==> src/rtl/maxpooling_stream_ctrl.sv <==
// ============================================================================
//  Module   : maxpooling_stream_ctrl
//  Brief    : Frame sequencer feeding the maxpooling datapath from a sync-read
//             buffer and checking the pooled output count.
//  Revision : 1.0
// ============================================================================
`timescale 1ns/1ps
`default_nettype none

module maxpooling_stream_ctrl #(
  parameter int CH      = 5,
  parameter int H       = 28,
  parameter int W       = 28,
  parameter int DW      = 16,
  parameter int AW      = 12,
  parameter int TIMEOUT = 1024
) (
  input  logic          clk,
  input  logic          rst,
  input  logic          start,
  input  logic          hold,
  output logic          busy,
  output logic          done,
  output logic          err,
  output logic [9:0]    out_count,
  output logic          mem_rd_en,
  output logic [AW-1:0] mem_rd_addr,
  input  logic [DW-1:0] mem_rd_data,
  output logic          ena,
  output logic          frame_start_in,
  output logic          line_start_in,
  output logic          frame_end_in,
  output logic [DW-1:0] sig_layer,
  input  logic          valid,
  input  logic          frame_end_out
);

  localparam int UW       = (CH > 1) ? $clog2(CH) : 1;
  localparam int IW       = (H > 1) ? $clog2(H) : 1;
  localparam int JW       = (W > 1) ? $clog2(W) : 1;
  localparam int TW       = $clog2(TIMEOUT + 1);
  localparam int EXPECTED = CH * (H / 2) * (W / 2);

  localparam logic [2:0] S_IDLE   = 3'd0;
  localparam logic [2:0] S_SOF    = 3'd1;
  localparam logic [2:0] S_STREAM = 3'd2;
  localparam logic [2:0] S_WAIT1  = 3'd3;
  localparam logic [2:0] S_DRAIN  = 3'd4;
  localparam logic [2:0] S_DONE   = 3'd5;

  logic [2:0]    r_state;
  logic [UW-1:0] r_u;
  logic [IW-1:0] r_i;
  logic [JW-1:0] r_j;
  logic [AW-1:0] r_addr;
  logic [TW-1:0] r_timer;
  logic          r_err;
  logic [9:0]    r_count;
  logic          r_ena;
  logic          r_fs;
  logic          r_ls;
  logic          r_fe;

  logic          w_issue;
  logic          w_last_col;
  logic          w_last_row;
  logic          w_last_map;
  logic          w_final;
  logic          w_count_en;
  logic [9:0]    w_count_next;
  logic          w_feo;
  logic          w_timeout;
  logic          w_mismatch;

  assign w_issue      = (r_state == S_STREAM) && !hold;
  assign w_last_col   = (r_j == JW'(W - 1));
  assign w_last_row   = (r_i == IW'(H - 1));
  assign w_last_map   = (r_u == UW'(CH - 1));
  assign w_final      = w_last_col && w_last_row && w_last_map;
  assign w_count_en   = valid && (r_state != S_IDLE) && (r_count != 10'h3FF);
  assign w_count_next = w_count_en ? r_count + 10'd1 : r_count;
  assign w_feo        = (r_state == S_DRAIN) && frame_end_out;
  assign w_timeout    = (r_state == S_DRAIN) && (r_timer == TW'(TIMEOUT));
  // Compare against the count including a valid coincident with frame_end_out.
  assign w_mismatch   = (w_count_next != 10'(EXPECTED));

  always_ff @(posedge clk or posedge rst) begin
    if (rst) begin
      r_state <= S_IDLE;
      r_u     <= '0;
      r_i     <= '0;
      r_j     <= '0;
      r_addr  <= '0;
      r_timer <= '0;
      r_err   <= 1'b0;
      r_count <= '0;
      r_ena   <= 1'b0;
      r_fs    <= 1'b0;
      r_ls    <= 1'b0;
      r_fe    <= 1'b0;
    end else begin
      // Output stage: tag of the issued read, aligned with returning data.
      r_ena   <= w_issue;
      r_fs    <= 1'b0;
      r_ls    <= w_issue && w_last_col && !w_final;
      r_fe    <= w_issue && w_final;
      r_count <= w_count_next;

      case (r_state)
        S_IDLE: begin
          if (start) begin
            r_state <= S_SOF;
            r_count <= '0;
            r_err   <= 1'b0;
            r_u     <= '0;
            r_i     <= '0;
            r_j     <= '0;
            r_addr  <= '0;
          end
        end
        S_SOF: begin
          if (!hold) begin
            r_fs    <= 1'b1;
            r_ls    <= 1'b1;
            r_state <= S_STREAM;
          end
        end
        S_STREAM: begin
          if (w_issue) begin
            r_addr <= r_addr + 1'b1;
            if (w_last_col) begin
              r_j <= '0;
              if (w_last_row) begin
                r_i <= '0;
                r_u <= w_last_map ? '0 : r_u + 1'b1;
              end else begin
                r_i <= r_i + 1'b1;
              end
            end else begin
              r_j <= r_j + 1'b1;
            end
            if (w_final) begin
              r_state <= S_WAIT1;
            end
          end
        end
        S_WAIT1: begin
          r_timer <= '0;
          r_state <= S_DRAIN;
        end
        S_DRAIN: begin
          r_timer <= r_timer + 1'b1;
          // Error is folded in on the way into DONE so it is visible with done.
          if (w_feo) begin
            r_state <= S_DONE;
            r_err   <= r_err | w_mismatch;
          end else if (w_timeout) begin
            r_state <= S_DONE;
            r_err   <= 1'b1;
          end
        end
        S_DONE: begin
          r_state <= S_IDLE;
        end
        default: begin
          r_state <= S_IDLE;
        end
      endcase
    end
  end

  assign busy           = (r_state != S_IDLE);
  assign done           = (r_state == S_DONE);
  assign err            = r_err;
  assign out_count      = r_count;
  assign mem_rd_en      = w_issue;
  assign mem_rd_addr    = r_addr;
  assign ena            = r_ena;
  assign frame_start_in = r_fs;
  assign line_start_in  = r_ls;
  assign frame_end_in   = r_fe;
  assign sig_layer      = mem_rd_data;

endmodule

`default_nettype wire

==> config.mk <==
export PLATFORM = sky130hd
export DESIGN_NAME = maxpooling_stream_ctrl
export DESIGN_NICKNAME = d
export VERILOG_FILES = /design/src/rtl/maxpooling_stream_ctrl.sv
export SDC_FILE = /design/constraint.sdc
export NUM_CORES = 1
export LEC_CHECK = 0
export ABC_AREA = 1
export CAP_MARGIN = 20
export CORE_ASPECT_RATIO = 2
export CORE_MARGIN = 4
export CORE_UTILIZATION = 25
export DETAILED_ROUTE_END_ITERATION = 16
export SETUP_SLACK_MARGIN = 0.4
export SLEW_MARGIN = 20
export SYNTH_ARGS = -nofsm -noshare
export SYNTH_HDL_FRONTEND = slang
export SYNTH_SLANG_ARGS = --single-unit
==> constraint.sdc <==
create_clock -name clk -period 5.8 [get_ports clk]
set_clock_uncertainty 0.2 [all_clocks]
set_input_delay 0.87 -clock clk [delete_from_list [all_inputs] [get_ports clk]]
set_output_delay 0.87 -clock clk [all_outputs]
set_load 0.03 [all_outputs]
==> results.ini, run 1 <==
[critical_path]
slowest_delay_ps=710
worstSetupEndpointType=output port
reg2regPathDepth=9
cp_data_arrival_time_ps=2430
cp_max_fo=13
crit_type=reg -> out
worst_ep_required_time_ps=4730
worstSetupStartpointType=flip-flop
crit_buf_inv=2
crit_path_top_delay_cell=nor3_2
reg2reg_from=r_state[0]
critPathTopFamily=simple AND/OR/NAND/NOR gates
path_cells=nor3_2 -> nand2_2 -> inv_1 -> clkdlybuf4s50_1
r2r_end=r_u[0]
worst-r2r-setup-slack_ps=3250

[timing]
worst_pin_slew_ps=828
period_needed_ps=3500
period_share_pct=60.4
hold_viol_final=0
rsz0062_at_grt=no
hold_ws_ps=275
fin_ws_ps=2300
fin_tns_setup_ps=0
slew_violations=0
max_freq_ghz=0.285
slew_headroom_pct=44.5
finalSetupViolations=0

[floorplan]
top_level_ports=68
start_util_pct=25.5
die-area_um2=14400
die_h_um=166
num_rows=57
coreArea_um2=12200
fp.dieW_um=86.9

[drt]
drc_errors=0
drtPass1Iterations=4
routed_wl_um=6990
wl_per_cell_um=12.2
routed_via_density=4.66
vias=2663
drtAntennaViolNets=0
drt_iter0_drc=108

[cts]
cts.sinks=54
post_cts_resized=0
clockBufferDepth=2
cts_root_buf=clkbuf_16
numCtsBuffers=5
clk_pin_slew_ps=60
clock_latency_ps=300
cts_tree=done
htree_num_levels=2
cts_setup_buffers=0
hold_buffers=0

[pwr]
power.share.clock_pct=23.7
peakVddDrop_mv=0.154
power_frac_comb_pct=39.9
power.share.sequential_pct=36.4
p_leak_nw=1.62
switchingPower_mw=0.587
netSwitchingFraction_pct=41.2
internal-power_mw=0.838
powerDensity_nw_per_um2=388

[yosys]
async_reset_ff_share_pct=100
ys.flop_type=dfrtp_1
synthesis.nets=431
syn-cell-area_um2=3110
yosysSeqAreaShare_pct=43.5
synth_edf_count=0
synth.distinct_cells=34
syn_inst=401
syn_area_per_cell_um2=7.75
ys_ff_latch=54
synth_warnings=0

[finish]
utilization_pct=30.1
multi_input_area_um2=1410
regArea_um2=1350
fillCellCount=1295
n_antenna_cell=0
nNetsFinal=453
drive_gt1_share_pct=7.08
areaGrowthSynthToFinish_pct=18.1

[placed_design]
dp_hpwl_um=5320
pre_cts_ws_ps=2400
gp_congestion=0.781
port-buffer-count=35

[worst_hold_path]
hold-path-cell-count=1
holdCritStartpoint=mem_rd_addr[11]
hold_path.class=reg -> reg
hold_path_end=mem_rd_addr[11]

[run_status]
status=finished clean

[global_routing]
grt_use_met1_pct=10.7
grt_max_degree=55
grt_busiest_layer=met2
grt_use_met3_pct=2.09
antenna_found_initial=0
track_usage_pct=10.2
overflow=0
grt_pass1_vias=2653
grt_pass1_wl_um=12000
use_met2_pct=18.9

[job]
cap_violations=0

[worst max-delay path by stage]
stage	end	cells after the start	from
floorplan	ena	1	rst
global placement	mem_rd_en	5	hold
detailed placement	mem_rd_en	5	hold
CTS	mem_rd_en	4	r_state[0]
global route	mem_rd_en	4	r_state[0]
finish	mem_rd_en	4	r_state[0]
[cells by family after synthesis]
logic type | Yosys count | synth area share [%]
AND/OR/NAND/NOR | 205 | 30.7
adder cells (fa/ha/maj) | 8 | 3.22
AO/OA/AOI/OAI | 55 | 10.4
flip-flops | 54 | 43.5
XOR/XNOR | 4 | 1.13
buffers and inverters | 75 | 11.1
[sequential cells by signal (all words and copies together), names as in the netlist]
name            count
line_start_in       1
err                 1
mem_rd_addr        12
r_j                 5
r_timer            11
ena                 1
frame_start_in      1
r_i                 5
out_count          10
r_u                 3
frame_end_in        1
r_state             3
[worst reg2reg max path, stage by stage, from the launching register on]
cell,delay (ps)
dfrtp_1,430
nor3_2,710
nand2_2,200
nand2_4,270
nand2_4,130
inv_2,110
nand2_2,80
inv_2,120
nand4_1,80
o21ai_0,120
[cell usage in the layout (no fill, tap or decap)]
cell	synthesis	final
xnor2_1	1	1
nor3_2	1	1
o21bai_1	1	1
clkdlybuf4s50_1	0	35
ha_1	8	8
inv_1	50	49
a21oi_1	16	16
nand4_1	12	12
inv_2	4	5
nor2_2	3	3
nand3b_1	1	1
o41ai_2	1	1
o31ai_1	2	2
nand2_4	3	3
nor2_4	1	1
nand3_4	2	2
clkinv_2	0	2
bufinv_16	0	1
clkbuf_16	0	5
nand3_1	31	31
nor3_1	15	15
a21oi_4	1	1
buf_4	16	1
nand2_1	79	79
nand2_2	4	4
nor3b_1	3	3
o21ai_1	4	4
xor2_1	3	3
dfrtp_1	54	54
nor2_1	50	50
o22ai_1	5	5
o21ai_0	21	21
o32ai_1	1	1
a31oi_1	1	1
o21a_1	1	1
a221oi_1	1	1
[synth_stat cells, types with 2 or more instances]
| cell | count | area [um^2] |
|---|---|---|
| xor2_1 | 3 | 26.3 |
| buf_2 | 4 | 20.0 |
| nor2_2 | 3 | 18.8 |
| ha_1 | 8 | 100 |
| o21ai_1 | 4 | 20.0 |
| inv_1 | 50 | 188 |
| nand2_4 | 3 | 33.8 |
| o31ai_1 | 2 | 15.0 |
| nor2_1 | 50 | 188 |
| o22ai_1 | 5 | 31.3 |
| nand3_1 | 31 | 155 |
| nor3_1 | 15 | 75.1 |
| nand4_1 | 12 | 75.1 |
| buf_4 | 16 | 120 |
| nand2_1 | 79 | 297 |
| o21ai_0 | 21 | 105 |
| inv_2 | 4 | 15.0 |
| nand2_2 | 4 | 25.0 |
| nand3_4 | 2 | 35.0 |
| dfrtp_1 | 54 | 1350 |
| a21oi_1 | 16 | 80.1 |
| nor3b_1 | 3 | 22.5 |
[power groups by stage]
stage / clock network [mW] / registers [mW] / logic [mW]
after floorplan: 0 / 0.578 / 0.356
after global placement: 0 / 0.522 / 0.569
after detailed placement: 0 / 0.525 / 0.577
after CTS: 0.350 / 0.518 / 0.579
after global routing: 0.363 / 0.528 / 0.639
final: 0.338 / 0.518 / 0.569
[routing by layer]
| metal | vias to the layer above | part of all wire (%) |
|---|---|---|
| met1 | 1274 | 38 |
| met5 | - | 0 |
| met3 | 10 | 4.3 |
| met4 | 0 | 2.2 |
| met2 | 36 | 56 |
| li1 | 1343 | - |
[final cells by class]
class	instances	area share [%]
clock buffer	5	3.41
clock inverter	3	1.09
inverter	54	5.52
multi-input combinational	272	38.4
sequential	54	36.8
timing repair buffer	36	9.74
tap	147	5.01
[metrics by stage]
step	std cells	instance area, um^2	power (mW)
2_1_floorplan	401	3110	0.935
3_3_place_gp	563	3510	1.09
3_5_place_dp	563	3510	1.10
4_1_cts	571	3670	1.45
5_1_grt	571	3670	1.53
6_report	571	3670	1.42
Note: power is estimated with default switching activity, not from simulation.
==> run 2, diff against run 1 <==
==> constraint.sdc (replaced) <==
create_clock -name clk -period 3.32 [get_ports clk]
set_clock_uncertainty 0.2 [all_clocks]
set_input_delay 0.498 -clock clk [delete_from_list [all_inputs] [get_ports clk]]
set_output_delay 0.498 -clock clk [all_outputs]
set_load 0.03 [all_outputs]
==> run 2 against run 1 <==
  * Critical path depth rose by 1
  * Largest power group unchanged
  * Cell count unchanged
  * Largest cell class unchanged
  * First-iteration DRC count grew 8.3%
  * Critical endpoint unchanged
==> results.ini, run 2 (synthesis results as in run 1) <==
[run_status]
status=finished clean

[critical_path]
cp_max_fo=13  ; unchanged
reg2regPathDepth=12  ; +3
worstSetupStartpointType=flip-flop
worstSetupEndpointType=output port
crit_type=reg -> out
cp_data_arrival_time_ps=2000  ; -430 ps
worst_ep_required_time_ps=2620  ; -2110 ps

[worst_hold_path]
hold-path-cell-count=1  ; unchanged
hold_path.class=reg -> reg

[floorplan]
die_h_um=166  ; unchanged
die-area_um2=14400  ; unchanged
coreArea_um2=12200  ; unchanged
start_util_pct=25.5  ; unchanged
top_level_ports=68  ; unchanged
fp.dieW_um=86.9  ; unchanged
num_rows=57  ; unchanged

[placed_design]
pre_cts_ws_ps=684  ; -1710 ps
port-buffer-count=35  ; unchanged
dp_hpwl_um=5400  ; +1.5%
gp_congestion=0.793  ; +1.6%

[cts]
cts_setup_buffers=0  ; unchanged
hold_buffers=0  ; unchanged
clk_pin_slew_ps=70  ; about the same
clock_latency_ps=290  ; about the same
cts_tree=done
cts_root_buf=clkbuf_16
post_cts_resized=0  ; unchanged
cts.sinks=54  ; unchanged
clockBufferDepth=2  ; unchanged
htree_num_levels=2  ; unchanged
numCtsBuffers=5  ; unchanged

[finish]
n_antenna_cell=0  ; unchanged
drive_gt1_share_pct=6.84  ; -0.24 points
layout_common_cells=nand2_1 (79), dfrtp_1 (54), nor2_1 (50)
nNetsFinal=454  ; +0.22%
final_common_cell=nand2_1
utilization_pct=30.0  ; -0.072 points
largest_reg_flops=12  ; unchanged
areaGrowthSynthToFinish_pct=17.8

[global_routing]
antenna_found_initial=0  ; unchanged
grt_pass1_wl_um=12100  ; +0.57%
grt_max_degree=29  ; -47%
grt_pass1_vias=2633  ; -0.75%
overflow=0  ; unchanged
track_usage_pct=10.3  ; about the same

[timing]
max_freq_ghz=0.370
period_needed_ps=2700
period_share_pct=81.4
hold_viol_final=0  ; unchanged
finalSetupViolations=0  ; unchanged
fin_ws_ps=617  ; -1680 ps
slew_violations=0  ; unchanged
hold_ws_ps=276  ; +0.911 ps
worst_pin_slew_ps=737  ; -90.7 ps
fin_tns_setup_ps=0  ; unchanged
rsz0062_at_grt=no
slew_headroom_pct=50.7  ; +6.2 points

[drt]
drtPass1Iterations=4  ; unchanged
drc_errors=0  ; unchanged
vias=2670  ; +0.26%
routed_wl_um=7030  ; +0.66%
drt_iter0_drc=117  ; +8.3%
routed_via_density=4.68  ; +0.26%
wl_per_cell_um=12.3  ; +0.66%
drtAntennaViolNets=0  ; unchanged

[job]
cap_violations=0  ; unchanged

[pwr]
powerDensity_nw_per_um2=660  ; +70%
peakVddDrop_mv=0.244  ; +58%
p_leak_nw=1.60  ; -0.67%

[run 2: path summary, 6_finish.rpt]
path                                       from              end  slack (ps)
max in group asynchronous                   rst       r_timer[7]        1960
min in group asynchronous                   rst  mem_rd_addr[11]         400
worst max register to register     out_count[0]              err         810
worst min register to register  mem_rd_addr[11]  mem_rd_addr[11]         280
worst max-delay path                 r_state[0]        mem_rd_en         620
worst min-delay path            mem_rd_addr[11]  mem_rd_addr[11]         280
[run 2: critical path, stage by stage (launching register included)]
cell and delay [ps]:
dfrtp_1 430, nor3_2 190, buf_4 220, nand2_2 110, inv_1 100, clkdlybuf4s50_1 670
[run 2: layout make-up]
class / instances / area [um^2]
clock buffer: 6 / 129
fill: 1277 / 8530
timing repair buffer: 37 / 378
sequential: 54 / 1350
tap: 147 / 184
inverter: 54 / 203
multi-input combinational: 272 / 1410
clock inverter: 1 / 7.51
[run 2: per-layer routing]
layer | share of wire [%] | global-route usage, %
met1 | 41 | 11.3
met2 | 53 | 18.8
met3 | 4.1 | 1.84
met4 | 1.9 | 3.87
met5 | 0 | 0
[run 2: power by group]
part	leakage (nW)	switching, mW	internal (mW)
clock network	0.0629	0.231	0.276
logic	0.808	0.668	0.338
registers	0.733	0.125	0.781
[run 2: metrics by stage]
| step | std cells | power, mW | instance area, um^2 |
|---|---|---|---|
| CTS | 571 | 2.46 | 3660 |
| finish | 571 | 2.42 | 3660 |
| global placement | 564 | 1.91 | 3530 |
| detailed placement | 564 | 1.94 | 3530 |
| floorplan | 401 | 1.63 | 3110 |
| global route | 571 | 2.60 | 3660 |
